## src/rtl/array_xfrm_pkg.sv

```systemverilog
// array_xfrm_pkg: FSM state type, cfg_mode bit positions and the wrap-around element transform.
// Latency: none, declarations only.
// Backpressure: not applicable.
package array_xfrm_pkg;

   typedef enum logic {
      LOAD = 1'b0,
      EMIT = 1'b1
   } state_t;

   // Bit positions inside cfg_mode
   localparam int MODE_SUB = 0;
   localparam int MODE_REV = 1;

   // Transform is computed at a fixed wide width. The caller truncates the
   // result to WIDTH, which gives the same answer as modulo-2^WIDTH arithmetic.
   localparam int XFRM_W = 64;

   function automatic logic [XFRM_W-1:0] xfrm(
      input logic [XFRM_W-1:0] elem,
      input logic [XFRM_W-1:0] k,
      input logic              sub
   );
      return sub ? (elem - k) : (elem + k);
   endfunction

endpackage

```

## src/rtl/array_xfrm_if.sv

```systemverilog
// array_xfrm_if: bundles the configuration, input stream, output stream and status of array_xfrm.
// Latency: none, wiring only.
// Backpressure: in_valid/in_ready on the input side, out_valid/out_ready on the output side.
// Ports: master = producer/consumer side (drives cfg_*, in_valid, in_data, out_ready);
//        slave  = engine side (drives in_ready, out_*, busy, bursts_done).
interface array_xfrm_if #(
   parameter int WIDTH = 8,
   parameter int DEPTH = 5,
   parameter int CNT_W = 16
);
   localparam int IDX_W = $clog2(DEPTH);

   logic [1:0]       cfg_mode;
   logic [WIDTH-1:0] cfg_k;
   logic             in_valid;
   logic             in_ready;
   logic [WIDTH-1:0] in_data;
   logic             out_valid;
   logic             out_ready;
   logic [WIDTH-1:0] out_data;
   logic [IDX_W-1:0] out_idx;
   logic             out_last;
   logic             busy;
   logic [CNT_W-1:0] bursts_done;

   modport master (
      output cfg_mode, cfg_k, in_valid, in_data, out_ready,
      input  in_ready, out_valid, out_data, out_idx, out_last, busy, bursts_done
   );

   modport slave (
      input  cfg_mode, cfg_k, in_valid, in_data, out_ready,
      output in_ready, out_valid, out_data, out_idx, out_last, busy, bursts_done
   );

endinterface

```

## src/rtl/array_xfrm_buf.sv

```systemverilog
// array_xfrm_buf: DEPTH x WIDTH register file holding one burst.
// Latency: write lands on the next rising edge; read is combinational from the stored contents.
// Backpressure: none, the caller gates wr_en.
// Ports: clk, wr_en/wr_addr/wr_data (synchronous write), rd_addr -> rd_data (asynchronous read).
module array_xfrm_buf #(
   parameter int WIDTH = 8,
   parameter int DEPTH = 5
) (
   input  logic                     clk,
   input  logic                     wr_en,
   input  logic [$clog2(DEPTH)-1:0] wr_addr,
   input  logic [WIDTH-1:0]         wr_data,
   input  logic [$clog2(DEPTH)-1:0] rd_addr,
   output logic [WIDTH-1:0]         rd_data
);

   // Contents are left unreset: every entry is rewritten before it can be read.
   logic [WIDTH-1:0] mem [DEPTH];

   always_ff @(posedge clk) begin
      if (wr_en) begin
         mem[wr_addr] <= wr_data;
      end
   end

   assign rd_data = mem[rd_addr];

endmodule

```

## src/rtl/array_xfrm.sv

```systemverilog
// array_xfrm: buffers a DEPTH-element burst, then streams each element +/- k in forward or reversed order.
// Latency: out_valid rises the cycle after the last input handshake; in_ready returns the cycle after out_last is taken.
// Backpressure: out_ready low holds out_data, out_idx and out_last; in_ready is low for the whole EMIT phase.
// Ports: clk, rst_n (synchronous, active low), bus (array_xfrm_if.slave).
module array_xfrm
   import array_xfrm_pkg::*;
#(
   parameter int WIDTH = 8,
   parameter int DEPTH = 5,
   parameter int CNT_W = 16
) (
   input  logic         clk,
   input  logic         rst_n,
   array_xfrm_if.slave  bus
);

   localparam int               IDX_W = $clog2(DEPTH);
   localparam logic [IDX_W-1:0] LAST  = IDX_W'(DEPTH - 1);

   state_t           state;
   logic [IDX_W-1:0] wr_cnt;
   logic [IDX_W-1:0] rd_cnt;
   logic [IDX_W-1:0] rd_nxt;
   logic [1:0]       mode_cap;
   logic [WIDTH-1:0] k_cap;
   logic             in_ready_q;
   logic             out_valid_q;
   logic             out_last_q;
   logic [IDX_W-1:0] out_idx_q;
   logic [CNT_W-1:0] bursts_q;
   logic [WIDTH-1:0] rd_data;
   logic             wr_en;

   assign wr_en  = bus.in_valid && in_ready_q;
   assign rd_nxt = rd_cnt + 1'b1;

   array_xfrm_buf #(
      .WIDTH (WIDTH),
      .DEPTH (DEPTH)
   ) u_buf (
      .clk     (clk),
      .wr_en   (wr_en),
      .wr_addr (wr_cnt),
      .wr_data (bus.in_data),
      .rd_addr (out_idx_q),
      .rd_data (rd_data)
   );

   // out_idx is registered one step ahead, so the buffer read address is
   // already the element being presented; no input reaches the outputs.
   always_ff @(posedge clk) begin
      if (!rst_n) begin
         state       <= LOAD;
         wr_cnt      <= '0;
         rd_cnt      <= '0;
         mode_cap    <= '0;
         k_cap       <= '0;
         in_ready_q  <= 1'b1;
         out_valid_q <= 1'b0;
         out_last_q  <= 1'b0;
         out_idx_q   <= '0;
         bursts_q    <= '0;
      end else begin
         case (state)
            LOAD: begin
               if (bus.in_valid) begin
                  // Configuration is frozen for the burst at its first element.
                  if (wr_cnt == '0) begin
                     mode_cap <= bus.cfg_mode;
                     k_cap    <= bus.cfg_k;
                  end
                  if (wr_cnt == LAST) begin
                     // DEPTH >= 2, so mode_cap already holds this burst's mode.
                     wr_cnt      <= '0;
                     rd_cnt      <= '0;
                     state       <= EMIT;
                     in_ready_q  <= 1'b0;
                     out_valid_q <= 1'b1;
                     out_last_q  <= 1'b0;
                     out_idx_q   <= mode_cap[MODE_REV] ? LAST : '0;
                  end else begin
                     wr_cnt <= wr_cnt + 1'b1;
                  end
               end
            end
            EMIT: begin
               if (bus.out_ready) begin
                  if (out_last_q) begin
                     rd_cnt      <= '0;
                     state       <= LOAD;
                     in_ready_q  <= 1'b1;
                     out_valid_q <= 1'b0;
                     out_last_q  <= 1'b0;
                     out_idx_q   <= '0;
                     bursts_q    <= bursts_q + 1'b1;
                  end else begin
                     rd_cnt     <= rd_nxt;
                     out_last_q <= (rd_nxt == LAST);
                     out_idx_q  <= mode_cap[MODE_REV] ? (LAST - rd_nxt) : rd_nxt;
                  end
               end
            end
            default: state <= LOAD;
         endcase
      end
   end

   assign bus.in_ready    = in_ready_q;
   assign bus.out_valid   = out_valid_q;
   assign bus.out_last    = out_last_q;
   assign bus.out_idx     = out_idx_q;
   assign bus.bursts_done = bursts_q;
   assign bus.busy        = (state == EMIT) || (wr_cnt != '0);

   // Forced to zero outside EMIT so stale or unwritten buffer data never shows.
   assign bus.out_data = out_valid_q
                         ? WIDTH'(xfrm(XFRM_W'(rd_data), XFRM_W'(k_cap), mode_cap[MODE_SUB]))
                         : '0;

endmodule

```

## src/flat_wrapper.sv

```systemverilog
// flat-port wrapper written by rule: the top's interface ports become plain ports
module array_xfrm_flat import array_xfrm_pkg::*;
#(
   parameter int WIDTH = 8,
   parameter int DEPTH = 5,
   parameter int CNT_W = 16
)
  (clk, rst_n, bus_cfg_mode, bus_cfg_k, bus_in_valid, bus_in_data, bus_out_ready, bus_in_ready, bus_out_valid, bus_out_data, bus_out_idx, bus_out_last, bus_busy, bus_bursts_done);
  array_xfrm_if #(.WIDTH(WIDTH), .DEPTH(DEPTH), .CNT_W(CNT_W)) bus_i ();
  input  logic clk;
  input  logic rst_n;
  input wire logic [$bits(bus_i.cfg_mode)-1:0] bus_cfg_mode;
  input wire logic [$bits(bus_i.cfg_k)-1:0] bus_cfg_k;
  input wire logic [$bits(bus_i.in_valid)-1:0] bus_in_valid;
  input wire logic [$bits(bus_i.in_data)-1:0] bus_in_data;
  input wire logic [$bits(bus_i.out_ready)-1:0] bus_out_ready;
  output wire logic [$bits(bus_i.in_ready)-1:0] bus_in_ready;
  output wire logic [$bits(bus_i.out_valid)-1:0] bus_out_valid;
  output wire logic [$bits(bus_i.out_data)-1:0] bus_out_data;
  output wire logic [$bits(bus_i.out_idx)-1:0] bus_out_idx;
  output wire logic [$bits(bus_i.out_last)-1:0] bus_out_last;
  output wire logic [$bits(bus_i.busy)-1:0] bus_busy;
  output wire logic [$bits(bus_i.bursts_done)-1:0] bus_bursts_done;
  assign bus_i.cfg_mode = bus_cfg_mode;
  assign bus_i.cfg_k = bus_cfg_k;
  assign bus_i.in_valid = bus_in_valid;
  assign bus_i.in_data = bus_in_data;
  assign bus_i.out_ready = bus_out_ready;
  assign bus_in_ready = bus_i.in_ready;
  assign bus_out_valid = bus_i.out_valid;
  assign bus_out_data = bus_i.out_data;
  assign bus_out_idx = bus_i.out_idx;
  assign bus_out_last = bus_i.out_last;
  assign bus_busy = bus_i.busy;
  assign bus_bursts_done = bus_i.bursts_done;
  array_xfrm #(.WIDTH(WIDTH), .DEPTH(DEPTH), .CNT_W(CNT_W)) u_core (.clk(clk), .rst_n(rst_n), .bus(bus_i));
endmodule
```

## config.mk

```make
export PLATFORM = sky130hd
export DESIGN_NAME = array_xfrm_flat
export DESIGN_NICKNAME = d
export VERILOG_FILES = /design/src/rtl/array_xfrm_pkg.sv /design/src/rtl/array_xfrm_if.sv /design/src/rtl/array_xfrm_buf.sv /design/src/rtl/array_xfrm.sv /design/src/flat_wrapper.sv
export SDC_FILE = /design/constraint.sdc
export NUM_CORES = 1
export LEC_CHECK = 0
export BUFFER_PORTS_ARGS = -buffer_cell sky130_fd_sc_hd__buf_4
export CORE_MARGIN = 2
export CORE_UTILIZATION = 59
export CTS_BUF_LIST = sky130_fd_sc_hd__clkbuf_4 sky130_fd_sc_hd__clkbuf_8
export CTS_CLUSTER_DIAMETER = 200
export DETAILED_ROUTE_END_ITERATION = 7
export GPL_TIMING_DRIVEN = 0
export PLACE_DENSITY = 0.79
export RECOVER_POWER = 100
export SLEW_MARGIN = 20
export SYNTH_ARGS = -nofsm -noshare
export SYNTH_HDL_FRONTEND = slang
export SYNTH_SLANG_ARGS = --single-unit
```

## constraint.sdc

```tcl
create_clock -name clk -period 3.7 [get_ports clk]
set_input_delay 0.925 -clock clk [delete_from_list [all_inputs] [get_ports clk]]
set_output_delay 0.925 -clock clk [all_outputs]
set_load 0.005 [all_outputs]
```

-- Word level (Yosys, flattened, before mapping)
Memory sizes are Yosys's and may differ from the RTL's. A register that Yosys moved wholly into a read port is not among the register bits.
Index checks and enable logic that the tools add are counted.
- word-level logic and storage cells: 70
- bits in registers: 39
- memory bits (read-only): 0
- output and inout port bits: 31
- bits in latches: 0
- bits of input ports: 22
- memories: 1
- bits in writable memories: 40
- memory list (name ; words ; width ; read ports ; clocked after memory_dff ; wr ports ; line ; text):
    u_core.u_buf.mem ; 5 ; 8 ; 1 ; 1 ; 1 ; array_xfrm_buf.sv:18 ; logic [WIDTH-1:0] mem [DEPTH];
- order comparisons: 0
- add/subtract/negate cells: 6
- div/mod/pow operators: 0
- bitwise operators: 1
- $mul: 0
- eq/ne operators: 6
- shift operators: 0
- muxes and demuxes: 37
- reductions and logical operators: 9
- operators with widths (operator ; count):
    $mux 3 ; 13
    $add 16x1->16 const B ; 1
    $mux 1 ; 16
    $mux 8 ; 2
    $pmux 3 s2 ; 2
    $reduce_and 3->1 ; 3
    $add 8x8->8 ; 1
    $pmux 1 s2 ; 4
    $sub 8x8->8 ; 1
    $add 3x1->3 const B ; 2
    $eq 3x3->1 const B ; 2
    $ne 2x2->1 const B ; 3
    $reduce_and 4->1 ; 1
    $logic_not 3->1 ; 1
    $reduce_bool 3->1 ; 1
    $sub 3x3->3 const A ; 1
    $ne 2x1->1 const B ; 1
    $reduce_and 2->1 ; 1
    $logic_and 1x1->1 ; 1
    $logic_or 1x1->1 ; 1
    $not 1->1 ; 1

-- Depth between registers and ports, before layout
Gate-level depths: netlist of the first run.
- word-level depth: 8
- gate-level depth with buffers: 10
- depth with buffers taken out: 10

-- By module
Synthesis of the first run repeated with hierarchy kept, for this count alone.
- cell total of the unflattened synthesis: 357
- area total of the unflattened synthesis: 3871.2 µm²
- by module, submodules not included (module ; sequential area each (µm²) ; times used ; cells each ; area an instance (µm²)):
    array_xfrm ; 760.7 ; 1 ; 263 ; 2257.2
    array_xfrm_buf ; 1201.2 ; 1 ; 94 ; 1614.0

-- Worst setup path before layout of the first run
Ideal clock, no wire load.
- path kind: flip-flop to output port
- from: register with a tool-made name
- to: output port bus_out_data[7]
- data required time: 2.775 ns
- path slack: 0.168 ns
- path buffers: 1
- arrival: 2.607 ns
- stages on the path, launching flop included: 11
- cell sequence: dfxtp_1 > buf_6 > mux4_1 > mux2i_1 > inv_1 > ha_1 > nor2b_1 > o31a_1 > o32a_1 > or2_1 > mux2i_1
- RTL lines (item ; line ; text):
    to (decl) ; flat_wrapper.sv:19 ; output wire logic [$bits(bus_i.out_data)-1:0] bus_out_data;

==> results.md, run 1 <==
- Flop2flop setup slack: 1620 ps
- Final setup margin: -414 ps
- Crit Reg-Reg Endpoint: u_core.u_buf.mem[1][5]$_DFFE_PP_
- Vias in the first global route: 2693
- Unrepaired setup endpoints after global routing: true
- Core area: between 6000 and 7000 um2
- FMAX: 243 MHz
- CP max stage cell: mux4_2
- Worst setup path category: register to primary output
- Drt pass-1 iters: 4
- Synth cell types: 46
- Row Count: 29
- Mapped Area: a little under 4000 um2
- VDD IR-drop max: 0.300 mV
- Share of layout cells above drive strength 1: around a quarter
- Final Cycle Share: 111%
- Antenna Nets Post-Route: 0
- Outcome: finished, violations left
- CTS Hold Bufs: 0
- Cell Pwr Density: roughly 450 nW/um2
- Largest net degree at the start of global routing: 15
- Most numerous cell in the Yosys netlist: dfxtp_1
- Hold Crit Start: u_core.bus.out_idx[1]$_SDFFE_PN0P_
- Final wirelength: about 8 mm
- GP Congestion: 0.833
- Slew HR: between 10% and 20%
- Slew Viols, Final: 0
- Worst-path clk slew: ~90 ps
- Fillers: ~430
- Root Driver: clkbuf_8
- DRC Markers: 0
- Worst path bufs/invs: 4
- Initial DRC Count: 138
- Final-report setup violation count: 5
- Design area: ~4800 um2
- Syn nets: 377
- Crit end category: primary output
- Fin nets: about 450
- Initial antenna violation count: 0
- Final Hold Viols: 0
- Average routed wire per standard cell: 16.3 um
- Vias per inst: between 5 and 6
- Max incr delay on CP: 490 ps
- Leakage: 0.00180 uW
- Pre-CTS WS: -207 ps
- Number of flops mapped to enable cells by yosys: 40
- Area leader, netlist: edfxtp_1
- DP Area: 4340 um2
- Clk_lat worst skew: 350 ps
- Avg Inst Size Synth: 11.3 um2
- Max-cap violations: 0
- First-pass GRT wire length: roughly 13 mm
- Slew @ Worst Pin: ~1200 ps
- Hpwl dp: 5.29 mm
- Hold WS: between 500 and 600 ps
- Reg2Reg Launch Point: u_core.bus.in_ready$_SDFFE_PN1P_
- Die Wd: ~85 um
- Ys Warns: 0
- Post-route minimum period: 4110 ps
- Via count: around 2800
- Total gr overflow: 0
- Main flop type after synthesis: dfxtp_1
- CTS Buf Count: 9
- Crit path max fanout: 6
- CP required: between 2000 and 3000 ps
- R2R cell count: 3
- Hold Path Class: register to register
- Sequential-to-total area share from yosys stat: ~53%
- Ant diodes: 0
- Chip height: approximately 85 um
- Synth Register Bits: 82
- Hold Path Depth: 2
- Clock H-tree levels: 3
- Failing checks: setup timing
- Clk sink count: 82
- Async SR Flop Fraction: 0%
- CP Launch Type: register
- GRT Overall Usage: a little under a quarter
- CP arrival: roughly 3200 ps
- CTS tree: done
- Initial Util: 61.0%
- CP delay by family, top: multiplexers
- Post-synth top cells: dfxtp_1, edfxtp_1, nand2_1, a21boi_0
- Synthesis-to-layout area growth: 23.8%
- Port Buffers: 50
- I/O pin cnt: 53
- Synth top area share: a little under a third
- Clock Tree Buf Depth: 2
- Die area: ~7200 um2
- Final clock skew: about 13 ps
- Finished Layout Cells: about 500
- Crit path cell chain: buf_6 > buf_4 > buf_6 > mux4_2 > mux2i_2 > ha_2 > nor2b_4 > o31a_1 > o32a_1 > or2_1 > mux2i_1 > buf_4
- Ranking of synthesized cells by area: edfxtp_1, dfxtp_1, mux4_1
- DP Cell Count: 468
- Gate Count Post-Synth: 340
==> registers in the layout, summed over array words and instances (netlist names), named ones only <==
| register | flops |
|---|---|
| u_core.bus.bursts_done | 16 |
| u_core.bus.in_ready | 1 |
| u_core.bus.out_idx | 3 |
| u_core.bus.out_last | 1 |
| u_core.bus.out_valid | 1 |
| u_core.k_cap | 8 |
| u_core.mode_cap | 2 |
| u_core.rd_cnt | 3 |
| u_core.state | 1 |
| u_core.u_buf.mem | 40 |
| u_core.wr_cnt | 3 |
==> per-stage QoR <==
stage	util (%)	total power, uW	TNS (ps)
2_1_floorplan	-	1180	0
3_5_place_dp	68.7	1250	-370
6_report	75.5	2160	-1250
4_1_cts	74.8	2120	-1170
5_1_grt	75.5	2240	-1950
3_3_place_gp	68.5	1240	-360
==> what timing repair did <==
| action | CTS | global route |
|---|---|---|
| setup endpoints to repair | 5 | 5 |
| pin swaps | 8 | 9 |
| buffers inserted | 7 | 6 |
| resized for setup | 25 | 11 |
==> cells by family after synthesis <==
family	after synthesis	share of synthesized area, %
muxes	20	8.67
and+or+nand+nor	121	16.1
buffers and inverters	29	3.22
AOI/OAI and AO/OA	52	9.13
xor gates and xnor gates	21	4.78
DFF	82	53.0
adders and majority gates	15	5.07
==> cells in the final DEF, fill, tap and decap left out, types with 3 or more instances in the layout <==
master | netlist | final
nand3_1 | 11 | 11
or3_1 | 4 | 4
mux2i_1 | 6 | 4
inv_1 | 16 | 16
o21ai_0 | 10 | 10
nand2b_1 | 4 | 4
a21boi_0 | 18 | 17
nor2b_1 | 11 | 9
mux4_1 | 7 | 4
dfxtp_1 | 42 | 40
xnor2_1 | 16 | 16
and2_0 | 0 | 7
a21oi_1 | 7 | 7
and2_1 | 12 | 5
ha_1 | 14 | 8
nor2_1 | 16 | 15
and3_1 | 4 | 4
edfxtp_1 | 40 | 40
nand2_1 | 37 | 37
and4_1 | 4 | 4
a31oi_1 | 4 | 4
clkbuf_4 | 0 | 21
clkbuf_8 | 0 | 9
bufinv_16 | 0 | 4
nor3_2 | 0 | 3
mux4_2 | 1 | 4
nand4_1 | 2 | 3
clkbuf_1 | 8 | 20
o21a_1 | 4 | 4
ha_4 | 0 | 4
buf_6 | 1 | 4
buf_4 | 1 | 31
mux2_2 | 6 | 4
xor2_1 | 5 | 5
nor3_1 | 10 | 7
==> routing by layer <==
layer	vias to the layer above	GRT usage, %	routed length [um]
li1	1364	-	-
met1	1350	29.6	3570
met2	66	37.2	4050
met3	8	5.41	386
met4	0	8.51	87
met5	-	0	0
==> worst min-delay path, delay by kind of cell (launching register included) <==
family             cells  cell delay [ps]
AOI/OAI and AO/OA      1               90
and+or+nand+nor        1               50
DFF                    1              320
==> how the worst max path moves through the flow <==
stage | startpoint | to | cells past startpoint
2_1_floorplan | register | bus_out_data[7] | 10
3_3_place_gp | register | bus_out_data[7] | 11
3_5_place_dp | register | bus_out_data[7] | 11
4_1_cts | register | bus_out_data[7] | 11
5_1_grt | register | bus_out_data[7] | 12
6_report | register | bus_out_data[7] | 12
==> final cells by class <==
class                   instances  area [um2]  area share, %
multi-input cells             229        1800           37.7
well taps                      77        96.3           2.02
clock inverters                 6         130           2.73
flip-flops and latches         82        2040           42.9
plain buffers                  12        57.6           1.21
repair buffers                 64         450           9.45
inverters                      16        60.1           1.26
clock buffers                  10         131           2.76
==> power breakdown <==
| group | switching, uW | internal [uW] |
|---|---|---|
| registers | 13.4 | 975 |
| clock network | 312 | 522 |
| logic | 168 | 169 |
No activity file was read; power rests on OpenSTA's default activity.
==> run 2: changes to the inputs <==
SYNTH_HIERARCHICAL = 1   (was not set)
==> run 2 against run 1 <==
- the flow still finishes with violations (setup timing)
- clock skew shrank 4.3 ps
- global-route usage is 0.91 points lower
- first-iteration DRC count down 29%
- combinational power fell by 5%
- clock power down 26%
- maximum frequency grew 9.7%
- synthesized area up 0.52%
- synthesized cell count grew 5.0%
- total power is 12% lower
==> results.md, run 2 <==
- Initial Util: 61.0% (about the same)
- Initial antenna violation count: 0 (unchanged)
- Final setup margin: -51.9 ps (+363 ps)
- Initial DRC Count: 98 (-29%)
- Pre-CTS WS: -190 ps (+17.0 ps)
- Synth cell types: 50 (+8.7%)
- Synth Register Bits: 78 (-4.9%)
- Area leader, netlist: edfxtp_1
- Post-route minimum period: 3750 ps (-363 ps)
- Synthesis-to-layout area growth: 20.8%
- Worst-path clk slew: 80 ps (about the same)
- Root Driver: clkbuf_8
- Ys Warns: 6 (+6)
- Gate Count Post-Synth: 357 (+5.0%)
- Vias in the first global route: 2647 (-1.7%)
- Finished Layout Cells: 513 (+3.4%)
- Post-route total power: 1890 uW (-12%)
- First-pass GRT wire length: 12.3 mm (-3.4%)
- R2R cell count: 6 (+3)
- DRC Markers: 0 (unchanged)
- Vias per inst: 5.57 (-0.96%)
- I/O pin cnt: 53 (unchanged)
- Post-synth top cells: edfxtp_1, dfxtp_1, nand2_1, xnor2_1, inv_1
- Slew @ Worst Pin: 1160 ps (-41.3 ps)
- Levels on crit path: 11 (-1)
- Die area: 7230 um2 (+0.50%)
- Cell Pwr Density: 404 nW/um2 (-11%)
- Port Buffers: 51 (+2.0%)
- Fillers: 449 (+3.9%)
- Final-report setup violation count: 3 (-2)
- TNS Setup: -77.9 ps (+1170 ps)
- Mapped Area: 3870 um2 (+0.52%)
- Hold Crit Start: u_core/k_cap[7]$_SDFFE_PN0P_
- Most frequent cells in the layout: edfxtp_1, buf_4, nand2_1, dfxtp_1
- Failing checks: setup timing
- GP Congestion: 0.798 (-4.2%)
- Sequential-to-total area share from yosys stat: 50.7% (-2.3 points)
- Unrepaired setup endpoints after global routing: true
- Critical Path Source: u_core/bus.out_idx[0]$_SDFFE_PN0P_
- Clock Tree Buf Depth: 2 (unchanged)
- Max-cap violations: 0 (unchanged)
- Hold Path Class: register to register
- Average routed wire per standard cell: 15.6 um (-4.1%)
- Avg Inst Size Synth: 10.8 um2 (-4.3%)
- CP Launch Type: register
- Final wirelength: 8.02 mm (-0.85%)
- CP delay by family, top: compound AO/OA/AOI/OAI gates
- Via count: 2856 (+2.4%)
- CTS Hold Bufs: 0 (unchanged)
- Async SR Flop Fraction: 0% (unchanged)
- Max reg flops: 40 (unchanged)
- Commonest non-fill, non-tap cell in the layout: edfxtp_1
- CP max stage cell: dfxtp_4
- Slew HR: 22.1% (+2.8 points)
- Slew Viols, Final: 0 (unchanged)
- Most flops, register: u_core/u_buf/mem
- VDD IR-drop max: 0.410 mV (+37%)
- Largest net degree at the start of global routing: 14 (-1)
- CP arrival: 2830 ps (-360 ps)
- Clk_lat worst skew: 340 ps (about the same)
- Fin nets: 468 (+3.8%)
- Worst path bufs/invs: 3 (-1)
- Final Cycle Share: 101% (-9.8 points)
- DP Area: 4360 um2 (+0.49%)
- Crit path max fanout: 8 (+2)
- Final clock skew: 8.38 ps (-4.34 ps)
- Ranking of synthesized cells by area: edfxtp_1, dfxtp_1, xnor2_1
- Leakage: 0.00177 uW (-1.9%)
- Design area: 4680 um2 (-1.9%)
- CTS tree: done
- Core area: 6350 um2 (+0.57%)
- CP required: 2770 ps (about the same)
- Number of flops mapped to enable cells by yosys: 40 (unchanged)
- Syn nets: 394 (+4.5%)
- Total gr overflow: 0 (unchanged)
- CTS Buf Count: 9 (unchanged)
- Main flop type after synthesis: edfxtp_1
- Worst setup path category: register to primary output
- GRT Overall Usage: 21.8% (-0.91 points)
- Outcome: finished, violations left
- Most numerous cell in the Yosys netlist: edfxtp_1
- Final Hold Viols: 0 (unchanged)
- Chip height: 85 um (+0.25%)
- Die Wd: 85 um (+0.25%)
- Clock H-tree levels: 3 (unchanged)
- Antenna Nets Post-Route: 0 (unchanged)
- Crit end category: primary output
- Ant diodes: 0 (unchanged)
- Row Count: 29 (unchanged)
- DP Cell Count: 485 (+3.6%)
- Crit path cell chain: buf_12 > mux2i_2 > a221oi_2 > inv_1 > ha_4 > fa_2 > nor2b_2 > o21a_1 > o21ai_2 > o311ai_1 > buf_4
- Synth top area share: 31.0% (-0.16 points)
- Drt pass-1 iters: 4 (unchanged)
- Reg2Reg Launch Point: u_core/wr_cnt[0]$_SDFFE_PN0P_
- Max incr delay on CP: 380 ps (-110 ps)
- Clk sink count: 78 (-4.9%)
- Hold Path Depth: 2 (unchanged)
- Hpwl dp: 5.34 mm (+0.99%)
- Share of layout cells above drive strength 1: 24.5% (-0.041 points)
- FMAX: 267 MHz (+9.7%)
[run 2: logic make-up (layout without fill, tap and decap cells)]
group | count (synthesis) | in the layout | share of synthesized area (%)
AOI/OAI and AO/OA | 63 | 63 | 12.0
muxes | 11 | 11 | 2.88
and+or+nand+nor | 132 | 132 | 19.7
xor gates and xnor gates | 23 | 23 | 5.20
buffers and inverters | 35 | 114 | 4.59
DFF | 78 | 78 | 50.7
adders and majority gates | 15 | 15 | 5.04
[run 2: area by class of cell]
cell class | instances | area (um2) | share of cell area [%]
Buffer | 13 | 95.1 | 2.03
Clock buffer | 10 | 131 | 2.81
Clock inverter | 6 | 62.6 | 1.34
Inverter | 20 | 75.1 | 1.60
Multi-Input combinational cell | 244 | 1800 | 38.5
Sequential cell | 78 | 1970 | 42.1
Tap cell | 77 | 96.3 | 2.06
Timing Repair Buffer | 65 | 450 | 9.63
[run 2: worst reg2reg max path, stage by stage (launching register included)]
cell      delay, ps
dfxtp_1         440
inv_1           110
ha_1            250
nand4b_1        200
a21boi_0        820
or2b_1          290
o311a_2         120
[run 2: path summary, 6_finish.rpt]
path,endpoint,slack [ps]
max reg2reg,u_core/bus.out_idx[2]$_SDFFE_PN0P_,1360
min,u_core/k_cap[7]$_SDFFE_PN0P_,480
max,bus_out_data[6],-50
min reg2reg,u_core/k_cap[7]$_SDFFE_PN0P_,480
[run 2: timing repair]
item                       CTS  global route
buffers inserted             9             5
gates resized for setup     20            10
setup endpoints to repair    6             6
pin swaps                    6            14
hold endpoints to repair     0             0
[run 2: per-layer routing]
metal / up-vias / global-route usage [%] / wire [um]
li1: 1419 / - / -
met1: 1351 / 29.2 / 3540
met2: 73 / 35.4 / 3940
met3: 13 / 4.28 / 429
met4: 0 / 8.23 / 117
met5: - / 0 / 0
[run 2: metrics by stage]
stage	hold slack [ps]	utilization, %
CTS	485	73.9
detailed placement	475	68.7
finish	483	73.7
global placement	466	68.5
floorplan	456	-
global route	518	73.7
[run 2: report_power, final]
part | internal [uW] | switching (uW)
combinational | 161 | 160
sequential | 936 | 18.6
clock | 317 | 300
total | 1410 | 479
==> run 3: changes to the inputs <==
CORE_UTILIZATION = 57   (was 59)
CTS_BUF_LIST = not set   (was sky130_fd_sc_hd__clkbuf_4 sky130_fd_sc_hd__clkbuf_8)
PLACE_DENSITY = 0.76   (was 0.79)
==> run 3 against run 2 <==
- sequential share of layout area fell by 0.58 points
- total power rose by 1.9%
- setup slack better by 120 ps
- first-iteration DRC count is 10% higher
- core utilization down 2.5 points
- the flow now finishes without violations
- maximum frequency grew 3.2%
- critical endpoint unchanged
- flip-flop and latch count is the same
- die area increased by 3.3%
==> results.md, run 3 (same netlist as run 2, synthesis figures left out) <==
- Crit path cell chain: buf_12 > mux2i_2 > a221oi_2 > inv_1 > ha_4 > fa_2 > nor2b_2 > o21a_1 > o21ai_2 > o311ai_1 > buf_4
- Worst-path clk slew: 70 ps (about the same)
- Final Cycle Share: 98.3% (-3.1 points)
- TNS Setup: 0 ps (+77.9 ps)
- Final clock skew: 10.6 ps (+2.24 ps)
- Initial DRC Count: 108 (+10%)
- GRT Overall Usage: 22.7% (+0.83 points)
- Max incr delay on CP: 380 ps (about the same)
- CP required: 2770 ps (about the same)
- Max-cap violations: 0 (unchanged)
- Worst setup path category: register to primary output
- Worst path bufs/invs: 3 (unchanged)
- CP arrival: 2710 ps (-120 ps)
- DRC Markers: 0 (unchanged)
- Ant diodes: 0 (unchanged)
- Share of layout cells above drive strength 1: 25.7% (+1.2 points)
- Post-route total power: 1930 uW (+1.9%)
- Sequential Power Share: 49.6% (-0.8 points)
- GP Congestion: 0.846 (+5.9%)
- Slew @ Worst Pin: 982 ps (-177 ps)
- Final setup margin: 63.3 ps (+115 ps)
- Int Pwr: 1450 uW (+2.5%)
- Hold Path Class: register to register
- Leakage: 0.00180 uW (+2.0%)
- Die area: 7470 um2 (+3.3%)
- CP Launch Type: register
- Average routed wire per standard cell: 16.0 um (+2.1%)
- Slew HR: 33.9% (+12 points)
- Port Buffers: 51 (unchanged)
- Row Count: 30 (+3.4%)
- Fin nets: 467 (-0.21%)
- Final wirelength: 8.22 mm (+2.5%)
- Via count: 2845 (-0.39%)
- Initial antenna violation count: 0 (unchanged)
- Root Driver: clkbuf_8
- I/O pin cnt: 53 (unchanged)
- Final Hold Viols: 0 (unchanged)
- Crit end category: primary output
- Clk sink count: 78 (unchanged)
- CP max stage cell: dfxtp_4
- First-pass GRT wire length: 13.0 mm (+5.9%)
- Die Wd: 86.4 um (+1.7%)
- Drt pass-1 iters: 5 (+1)
- Outcome: finished clean
- CP delay by family, top: compound AO/OA/AOI/OAI gates
- Total gr overflow: 0 (unchanged)
- Flop2flop setup slack: 1330 ps (-30 ps)
- Initial Util: 57.9% (-3.0 points)
- Unrepaired setup endpoints after global routing: true
- Switching pwr: 478 uW (-0.10%)
- Clk_lat worst skew: 340 ps (about the same)
- Clock Tree Buf Depth: 2 (unchanged)
- Largest net degree at the start of global routing: 14 (unchanged)
- Most frequent cells in the layout: edfxtp_1, buf_4, nand2_1, dfxtp_1, xnor2_1
- Final-report setup violation count: 0 (-3)
- Clock group share of total power: 34.1% (+1.5 points)
- CTS tree: done
- Post-route minimum period: 3640 ps (-115 ps)
- Commonest non-fill, non-tap cell in the layout: edfxtp_1
- Crit path max fanout: 7 (-1)
- Pre-CTS WS: -291 ps (-101 ps)
- Cell Pwr Density: 405 nW/um2 (+0.20%)
- Chip height: 86.4 um (+1.7%)
- FMAX: 275 MHz (+3.2%)
- Core area: 6680 um2 (+5.2%)
- Synthesis-to-layout area growth: 22.9%
- VDD IR-drop max: 0.280 mV (-32%)
- CTS Buf Count: 9 (unchanged)
- Vias per inst: 5.52 (-0.77%)
- Most flops, register: u_core/u_buf/mem
- Fillers: 517 (+15%)
- Vias in the first global route: 2634 (-0.49%)
- Antenna Nets Post-Route: 0 (unchanged)
- Sw Ratio: 24.8% (-0.49 points)
- Max reg flops: 40 (unchanged)
- Combinational Power Share: 16.3% (-0.7 points)
- Hpwl dp: 5.59 mm (+4.6%)
- Slew Viols, Final: 0 (unchanged)
- Clock H-tree levels: 3 (unchanged)
- Hold WS: 487 ps (+4.47 ps)
[run 3: cell types whose count changed in the layout (fill, tap and decap cells not counted), sizes merged]
| cell | change |
|---|---|
| clkbuf | +2 |
| clkinvlp | -2 |
| clkinv | -1 |
| buf | +1 |
| bufinv | -1 |
[run 3: power groups by stage]
stage	Combinational, uW	Sequential [uW]	Clock (uW)
floorplan	188	968	0
global placement	252	970	0
detailed placement	262	973	0
CTS	305	953	672
global route	350	958	704
finish	314	956	657
[run 3: path summary, 6_finish.rpt]
kind,from,end,cells after the start
worst max-delay path,u_core/bus.out_idx[0]$_SDFFE_PN0P_,bus_out_data[6],11
worst max register to register,u_core/wr_cnt[0]$_SDFFE_PN0P_,u_core/bus.out_idx[2]$_SDFFE_PN0P_,6
worst min register to register,u_core/k_cap[1]$_SDFFE_PN0P_,u_core/k_cap[1]$_SDFFE_PN0P_,2
worst min-delay path,u_core/k_cap[1]$_SDFFE_PN0P_,u_core/k_cap[1]$_SDFFE_PN0P_,2
[run 3: worst reg2reg max path: cells and delay by family (launching register included)]
family,cells,cell delay (ps)
buf+inv,1,120
flops,1,480
fa+ha+maj,1,250
simple gates,2,480
compound gates,2,930
[run 3: timing repair]
| item | CTS | global route |
|---|---|---|
| setup endpoints to repair | 6 | 5 |
| gates resized for setup | 25 | 16 |
| pin swaps | 13 | 12 |
| hold buffers | 0 | 0 |
| hold endpoints to repair | 0 | 0 |
| buffers inserted | 10 | 4 |
[run 3: final cells by class]
cell class                 instances  area [um2]  area share [%]
buffer                            12        80.1            1.68
clock buffer                      14         205            4.31
clock inverter                     2        10.0           0.210
inverter                          20        75.1            1.58
multi-input combinational        244        1870            39.2
sequential                        78        1970            41.5
tap                               80         100            2.10
timing repair buffer              65         447            9.39
[run 3: stage by stage]
step                      area, um2  std cells  utilization, %
final                          4760        515            71.2
after global routing           4760        515            71.2
after CTS                      4750        514            71.0
after detailed placement       4360        488            65.3
after global placement         4350        488            65.2
after floorplan                3870        357               -
[run 3: metal layers]
| metal | track usage [%] | wire length, um | vias up | share of wire, % |
|---|---|---|---|---|
| met5 | 0 | 0 | - | 0 |
| met2 | 35.8 | 3980 | 63 | 48 |
| met3 | 5.71 | 375 | 6 | 4.6 |
| met1 | 31.7 | 3790 | 1363 | 46 |
| li1 | - | - | 1413 | - |
| met4 | 5.11 | 71 | 0 | 0.86 |
